`src/rtl/mem_port_arbiter.sv`:
```
// mem_port_arbiter: shares one single-ported slave between instruction fetch
// (read-only) and the load/store unit (read/write). The grant is decided
// combinationally while idle and then locked until the slave completes, so
// no cycles are added on either the request or the response path.
module mem_port_arbiter #(
    parameter int ADDR_WIDTH = 32,
    parameter int DATA_WIDTH = 32,
    parameter int RR_MODE    = 0,   // 0: D has priority, 1: alternate on conflict
    parameter int MAX_STREAK = 4    // D grants in a row allowed while I waits (1..15)
) (
    input  logic                    clock,
    input  logic                    reset,
    // instruction fetch side
    input  logic [ADDR_WIDTH-1:0]   i_addr,
    input  logic                    i_rd,
    output logic [DATA_WIDTH-1:0]   i_rdata,
    output logic                    i_waitrequest,
    // load/store side
    input  logic [ADDR_WIDTH-1:0]   d_addr,
    input  logic                    d_rd,
    input  logic                    d_wr,
    input  logic [DATA_WIDTH-1:0]   d_wdata,
    input  logic [DATA_WIDTH/8-1:0] d_be,
    output logic [DATA_WIDTH-1:0]   d_rdata,
    output logic                    d_waitrequest,
    // shared slave
    output logic [ADDR_WIDTH-1:0]   m_addr,
    output logic                    m_rd,
    output logic                    m_wr,
    output logic [DATA_WIDTH-1:0]   m_wdata,
    output logic [DATA_WIDTH/8-1:0] m_be,
    input  logic [DATA_WIDTH-1:0]   m_rdata,
    input  logic                    m_waitrequest,
    output logic [1:0]              owner
);

    typedef enum logic [1:0] {
        IDLE   = 2'd0,
        LOCK_I = 2'd1,
        LOCK_D = 2'd2
    } state_t;

    localparam logic [3:0] STREAK_MAX = 4'(MAX_STREAK);

    state_t     state_q, state_d;
    logic [3:0] streak_q, streak_d;
    logic       last_owner_q, last_owner_d;   // 0 = I, 1 = D

    logic d_req;
    logic grant_i;
    logic grant_d;
    logic done;

    // A simultaneous read and write from D is treated as a write.
    assign d_req = d_rd | d_wr;

    // Pick this cycle's forwarded master: free arbitration in IDLE, frozen in LOCK.
    always_comb begin
        grant_i = 1'b0;
        grant_d = 1'b0;
        if (!reset) begin
            case (state_q)
                IDLE: begin
                    if (i_rd && d_req) begin
                        if (RR_MODE != 0) begin
                            grant_i = ~last_owner_q ? 1'b0 : 1'b1;
                            grant_d = ~last_owner_q;
                        end else if (streak_q == STREAK_MAX) begin
                            grant_i = 1'b1;
                        end else begin
                            grant_d = 1'b1;
                        end
                    end else begin
                        grant_i = i_rd;
                        grant_d = d_req;
                    end
                end
                LOCK_I:  grant_i = i_rd;
                LOCK_D:  grant_d = d_req;
                default: ;
            endcase
        end
    end

    // Forward the granted request to the slave and route the response back.
    always_comb begin
        m_rd          = grant_i | (grant_d & d_rd & ~d_wr);
        m_wr          = grant_d & d_wr;
        m_addr        = '0;
        m_wdata       = '0;
        m_be          = '0;
        if (grant_i) begin
            m_addr    = i_addr;
        end else if (grant_d) begin
            m_addr    = d_addr;
            m_wdata   = d_wdata;
            m_be      = d_be;
        end
        done          = (grant_i | grant_d) & ~m_waitrequest;
        i_waitrequest = ~(grant_i & done);
        d_waitrequest = ~(grant_d & done);
        i_rdata       = m_rdata;
        d_rdata       = m_rdata;
        owner         = {grant_d, grant_i};
    end

    // Next state: lock onto a stalled winner, return to IDLE on completion or a dropped request.
    always_comb begin
        state_d      = IDLE;
        streak_d     = streak_q;
        last_owner_d = last_owner_q;
        if (done) begin
            state_d = IDLE;
        end else if (grant_i) begin
            state_d = LOCK_I;
        end else if (grant_d) begin
            state_d = LOCK_D;
        end
        if (done) begin
            last_owner_d = grant_d;
        end
        if (RR_MODE == 0) begin
            if (!i_rd || (done && grant_i)) begin
                streak_d = 4'd0;
            end else if (done && grant_d && (streak_q != STREAK_MAX)) begin
                streak_d = streak_q + 4'd1;
            end
        end
    end

    // State, streak and last-owner registers; reset abandons any transfer in flight.
    always_ff @(posedge clock) begin
        if (reset) begin
            state_q      <= IDLE;
            streak_q     <= 4'd0;
            last_owner_q <= 1'b0;
        end else begin
            state_q      <= state_d;
            streak_q     <= streak_d;
            last_owner_q <= last_owner_d;
        end
    end

    // A locked requester must keep its request up until the slave completes it.
    a_hold_i: assert property (@(posedge clock) disable iff (reset)
        (state_q == LOCK_I) |-> i_rd);
    a_hold_d: assert property (@(posedge clock) disable iff (reset)
        (state_q == LOCK_D) |-> d_req);

endmodule

```
`config.mk`:
```
export PLATFORM = sky130hd
export DESIGN_NAME = mem_port_arbiter
export DESIGN_NICKNAME = d
export VERILOG_FILES = /design/src/rtl/mem_port_arbiter.sv
export SDC_FILE = /design/constraint.sdc
export NUM_CORES = 1
export LEC_CHECK = 0
export ABC_CLOCK_PERIOD_IN_PS = 3100
export BUFFER_PORTS_ARGS = -buffer_cell sky130_fd_sc_hd__buf_2
export CORE_AREA = 3 3 106 108
export CTS_CLUSTER_SIZE = 40
export DETAILED_ROUTE_END_ITERATION = 10
export DIE_AREA = 0 0 109 111
export PLACE_DENSITY = 0.52
export SLEW_MARGIN = 10
export SYNTH_ARGS = -nofsm -noshare
export SYNTH_HDL_FRONTEND = slang
export SYNTH_SLANG_ARGS = --single-unit
```
`constraint.sdc`:
```
create_clock -name clock -period 3.1 [get_ports clock]
set_clock_uncertainty 0.1 [all_clocks]
set_input_delay 0.465 -clock clock [delete_from_list [all_inputs] [get_ports clock]]
set_output_delay 0.465 -clock clock [all_outputs]
set_load 0.03 [all_outputs]
```
==> flow_metrics.tcl, run 1 <==
set metrics [dict create \
    power_leakage_uw 0.00118 \
    worstMarginPinSlew_ns 0.763 \
    syn_area_per_cell_um2 7.79 \
    finalHoldViolCount 0 \
    cp_data_required_time_ns 2.53 \
    fp-row-count 37 \
    syn_area_um2 1430 \
    start_util_pct 13.8 \
    num_vias 1613 \
    grt_max_degree 73 \
    area_growth_pct 41.8 \
    slew_headroom_pct 48.5 \
    grt_busiest_layer "met2" \
    gp_congestion 0.776 \
    finalSetupViolCount 0 \
    post_cts_buffers 0 \
    clock_latency_ns 0.21 \
    pwr-share-comb_pct 63.1 \
    core_um2 10300 \
    cts.htree.levels 1 \
    cp_slowest_cell "nor3b_1" \
    cts-hold-fix-buffers 0 \
    fin_util_pct 19.6 \
    crit_chain "inv_1 -> ha_1 -> nand3b_1 -> nor3b_1 -> nor3b_4 -> buf_12 -> a31o_2 -> buf_2" \
    synth-seq-area-share_pct 8.42 \
    worstHoldStart "streak_q[3]" \
    antenna_found_initial 0 \
    ys_seq_elements 6 \
    first_iter_violations 21 \
    cts_resized 0 \
    pwr-share-seq_pct 15.5 \
    rsz0062_at_grt "false" \
    synthesis.nets 323 \
    overflow 0 \
    cts_tree "built" \
    die-area_um2 12100 \
    yosys_warnings 0 \
    cp-end-kind "output pin" \
    netlist_instances 183 \
    total_power_uw 520 \
    pre_cts_ws_ns 0.612 \
    final.setup.tns_ns 0 \
    drv_cap 0 \
    power_density_nw_per_um2 257 \
    hp-class "reg -> reg" \
    clkTransAtPathRegs_ns 0.03 \
    cts_buffers 3 \
    layout-drive-gt1-share_pct 67.4 \
    pin_count 276 \
    vias_per_cell 3.78 \
    root_buffer "clkbuf_8" \
    outcome "finished clean" \
    dp_hpwl_um 4690 \
    internal-power_uw 291 \
    rr_worst_depth 6 \
    clock_power_share_pct 21.4 \
    grt_pass1_vias 1692 \
    grtUsageMet2_pct 15.3 \
    ir_drop_mv 0.0953 \
    grt_util_all_layers_pct 7.98 \
    port_buffers 179 \
    setup_slack_ns 0.477 \
    critical_path.max_fanout 72 \
    min_period_ns 2.62 \
    hold_depth 2 \
    max_freq_ghz 0.381 \
    drt_wl_total_um 5460 \
    grt_pass1_wl_um 7810 \
    clock_path_buffers 2 \
    arrival_ns 2.06 \
    r2r_end "streak_q[0]" \
    chipWidth_um 109 \
    cts_sinks 6 \
    drv_slew 0 \
    diodes 0 \
    drc 0 \
    dr.pass1.iters 4 \
    use_met1_pct 8.13 \
    finalInstanceArea_um2 2020 \
    p_sw_uw 229 \
    worst-setup-path-type "reg -> out" \
    worst_hold_path.endpoint "streak_q[3]" \
    postPlaceCellArea_um2 1980 \
    synth_cell_type_count 30 \
    fp.dieH_um 111 \
    p_sw_share_pct 44.0 \
    cp-start-kind "flip-flop" \
    min_period_over_period_pct 84.6 \
    max_stage_delay_ns 0.42 \
    finalNetCount 433 \
    post_drt_wl_per_cell_um 12.8 \
    antenna_left 0 \
    r2r_start "streak_q[0]" \
    rrSetupSlack_ns 1.22 \
    gr-usage-met3_pct 1.75 \
]
layer usage:
| metal | part of all wire [%] | routed length, um |
|---|---|---|
| met2 | 51 | 2770 |
| met5 | 0 | 0 |
| met4 | 2.3 | 124 |
| met3 | 12 | 642 |
| met1 | 35 | 1930 |
through the flow:
step	std cells	hold slack [ns]
2_1_floorplan	183	0.353
3_3_place_gp	424	0.375
3_5_place_dp	424	0.388
4_1_cts	427	0.393
5_1_grt	427	0.419
6_report	427	0.388
kinds of logic after synthesis:
family	share of synthesized area [%]
flip-flops	8.42
XOR/XNOR	1.23
adder cells (fa/ha/maj)	1.75
AND/OR/NAND/NOR	25.3
buffers and inverters	40.1
AO/OA/AOI/OAI	23.2
cells in the mapped netlist (all sizes together):
cell type | n | area, um^2
a21oi | 2 | 10.0
a22o | 32 | 289
a31o | 1 | 8.76
and2 | 39 | 246
buf | 70 | 534
clkbuf | 6 | 22.5
dfxtp | 6 | 120
ha | 2 | 25.0
inv | 4 | 15.0
nand2 | 1 | 3.75
nand2b | 1 | 6.26
nand3 | 3 | 15.0
nand3b | 1 | 7.51
nand4 | 1 | 6.26
nor2 | 3 | 11.3
nor3b | 2 | 20.0
nor4 | 1 | 6.26
nor4b | 1 | 23.8
o21ai | 1 | 5.00
o21ba | 1 | 10.0
o311ai | 1 | 8.76
or2b | 1 | 7.51
or3 | 1 | 6.26
xnor2 | 1 | 8.76
xor2 | 1 | 8.76
flip-flops by register name, summed over array words and instances, names as in the netlist:
register / flops
streak_q: 4
state_q: 2
worst max path at each step:
stage                 from       endpoint  slack [ns]  cells past startpoint
6_report       streak_q[0]           m_rd        0.48                      8
5_1_grt        streak_q[0]           m_rd        0.28                      8
4_1_cts        streak_q[0]           m_rd        0.44                      8
3_5_place_dp          d_rd  i_waitrequest        0.61                      7
3_3_place_gp          d_rd  i_waitrequest        0.65                      7
2_1_floorplan  streak_q[0]     m_addr[10]        0.76                      7
cell type report:
| type | instances | area [um^2] |
|---|---|---|
| multi-input cells | 97 | 741 |
| inverters | 4 | 15.0 |
| flip-flops and latches | 6 | 120 |
| clock buffers | 3 | 41.3 |
| fillers | 1167 | 8300 |
| well taps | 136 | 170 |
| repair buffers | 181 | 936 |
power groups by stage:
| stage | Combinational, uW | Sequential [uW] | Clock [uW] |
|---|---|---|---|
| final | 329 | 80.5 | 111 |
| after global routing | 354 | 80.5 | 121 |
| after CTS | 333 | 80.5 | 114 |
| after detailed placement | 332 | 81.6 | 0 |
| after global placement | 330 | 81.5 | 0 |
| after floorplan | 353 | 81.3 | 0 |
worst max-delay path, delay by kind of cell (launching register included):
family	cells	cell delay (ns)
AO/OA/AOI/OAI	1	0.27
adder cells (fa/ha/maj)	1	0.15
buffers and inverters	3	0.47
flip-flops	1	0.31
AND/OR/NAND/NOR	3	0.64
layout by cell type (no fill, tap or decap), types with 2 or more instances in the layout:
cell,netlist,final
buf_12,0,2
clkbuf_8,0,3
a22o_2,7,7
a22o_1,25,25
ha_1,2,2
dfxtp_1,6,6
inv_1,4,4
nand3_1,3,3
nor2_1,3,3
a21oi_1,2,2
buf_2,1,179
and2_1,38,38
(Power assumes the default switching activity.)
==> run 2, diff against run 1 <==
- ABC_CLOCK_PERIOD_IN_PS: 3100 -> 2400
- CORE_AREA: 3 3 106 108 -> 3 3 107 109
- DIE_AREA: 0 0 109 111 -> 0 0 110 112
- clock period: 3.1 -> 2.4 ns (I/O delays scaled with it)
==> run 2 against run 1 <==
The flow now finishes with violations (setup timing); core utilization increased by 7.9 points; clock power grew 36%; worst setup slack got worse by 0.56 ns; count of clock-buffer cells in the layout stayed put; non-clock buffer count is 28 higher; critical endpoint is now m_addr[8].
==> flow_metrics.tcl, run 2 (synthesis results as in run 1) <==
set metrics [dict create \
    die-area_um2 12300 \
    power_leakage_uw 0.00151 \
    area_growth_pct 106 \
    gp_congestion 0.747 \
    largest_reg_flops 4 \
    stdcell_count 459 \
    finalHoldViolCount 0 \
    arrival_ns 2.02 \
    min_period_over_period_pct 103 \
    outcome "finished with violations" \
    final.setup.tns_ns -2.98 \
    worst-setup-path-type "reg -> out" \
    violations "setup timing" \
    clock_latency_ns 0.22 \
    fin_util_pct 27.5 \
    post_drt_wl_per_cell_um 19.4 \
    diodes 0 \
    cts_tree "built" \
    num_vias 1862 \
    antenna_found_initial 3 \
    fillers 1171 \
    first_iter_violations 29 \
    cp-end-kind "output pin" \
    worstMarginPinSlew_ns 0.986 \
    vias_per_cell 4.06 \
    hp-class "in -> reg" \
    clock_path_buffers 2 \
    fp-row-count 38 \
    finalInstanceArea_um2 2940 \
    postPlaceCellArea_um2 1990 \
    final_common_cell "buf_2" \
    largest_register "streak_q" \
    ir_drop_mv 0.134 \
    overflow 0 \
    slew_headroom_pct 33.4 \
    power_density_nw_per_um2 300 \
    start_util_pct 13.3 \
    dp_cells 429 \
    finalSetupViolCount 63 \
    drc 0 \
    fp.dieH_um 112 \
    port_buffers 179 \
    max_freq_ghz 0.403 \
    grt_max_degree 37 \
    grt_pass1_wl_um 11400 \
    antenna_left 0 \
    dr.pass1.iters 4 \
    drv_slew 0 \
    layout_common_cells "108 x buf_2, 77 x buf_6, 25 x a22o_1, 24 x and2_4, 16 x buf_4" \
    cts.htree.levels 1 \
    critical_path.max_fanout 18 \
    core_um2 10700 \
    dp_hpwl_um 5920 \
    rsz0062_at_grt "true" \
    cts_sinks 6 \
    cp_data_required_time_ns 1.94 \
    pin_count 276 \
    cp-start-kind "flip-flop" \
    drt_wl_total_um 8910 \
    root_buffer "clkbuf_8" \
    setup_slack_ns -0.0829 \
    layout-drive-gt1-share_pct 80.6 \
    cts_buffers 3 \
    grt_pass1_vias 2024 \
    chipWidth_um 110 \
    pre_cts_ws_ns 0.0656 \
    drv_cap 0 \
    finalNetCount 461 \
    grt_util_all_layers_pct 12.4 \
    min_period_ns 2.48 \
    reg.largest.list "streak_q (4), state_q (2)" \
    clkTransAtPathRegs_ns 0.04 \
]
## run 2: what timing repair did
| item | 4_1_cts | 5_1_grt |
|---|---|---|
| buffers inserted | 20 | 3 |
| pin swaps | 17 | 7 |
| gates resized for setup | 129 | 69 |
| cloned | 4 | 3 |
| endpoints found under the setup margin | 71 | 74 |
| hold buffers | 0 | 0 |
## run 2: layout make-up
type	instances	area [um^2]	area share [%]
Sequential cell	6	123	4.16
Multi-Input combinational cell	97	867	29.5
Clock buffer	3	41.3	1.40
Timing Repair Buffer	209	1720	58.5
Inverter	4	15.0	0.510
Tap cell	140	175	5.95
## run 2: path summary, 6_finish.rpt
kind | start | cells after the start | slack [ns] | end
worst max register to register | streak_q[0] | 15 | 0.03 | streak_q[2]
worst max-delay path | streak_q[0] | 10 | -0.08 | m_addr[8]
worst min-delay path | m_waitrequest | 2 | 0.36 | state_q[0]
worst min register to register | streak_q[3] | 2 | 0.45 | streak_q[3]
## run 2: per-layer routing
metal  part of all wire, %  up-vias  track usage (%)
li1                      -      836                -
met1                    32      838             10.9
met2                    55      154             25.5
met3                   9.6       28             3.48
met4                   2.7        6             4.49
met5                  0.38        -                0
## run 2: critical path, cell delays in order, from the launching register on
cell	delay [ns]
dfxtp_2	0.32
inv_2	0.08
ha_4	0.12
nand3b_1	0.12
buf_6	0.16
nor3b_4	0.25
nor3b_4	0.08
buf_6	0.15
buf_12	0.15
a22o_1	0.21
buf_6	0.15
## run 2: per-stage QoR
| step | power (uW) | hold WS [ns] |
|---|---|---|
| floorplan | 561 | 0.353 |
| global placement | 543 | 0.376 |
| detailed placement | 547 | 0.379 |
| CTS | 826 | 0.354 |
| global route | 928 | 0.368 |
| finish | 883 | 0.359 |
## run 2: where the power goes
part,switching (uW),total [uW],internal [uW]
clock network,43.0,151,108
registers,2.72,105,102
logic,317,627,310
total,362,883,520
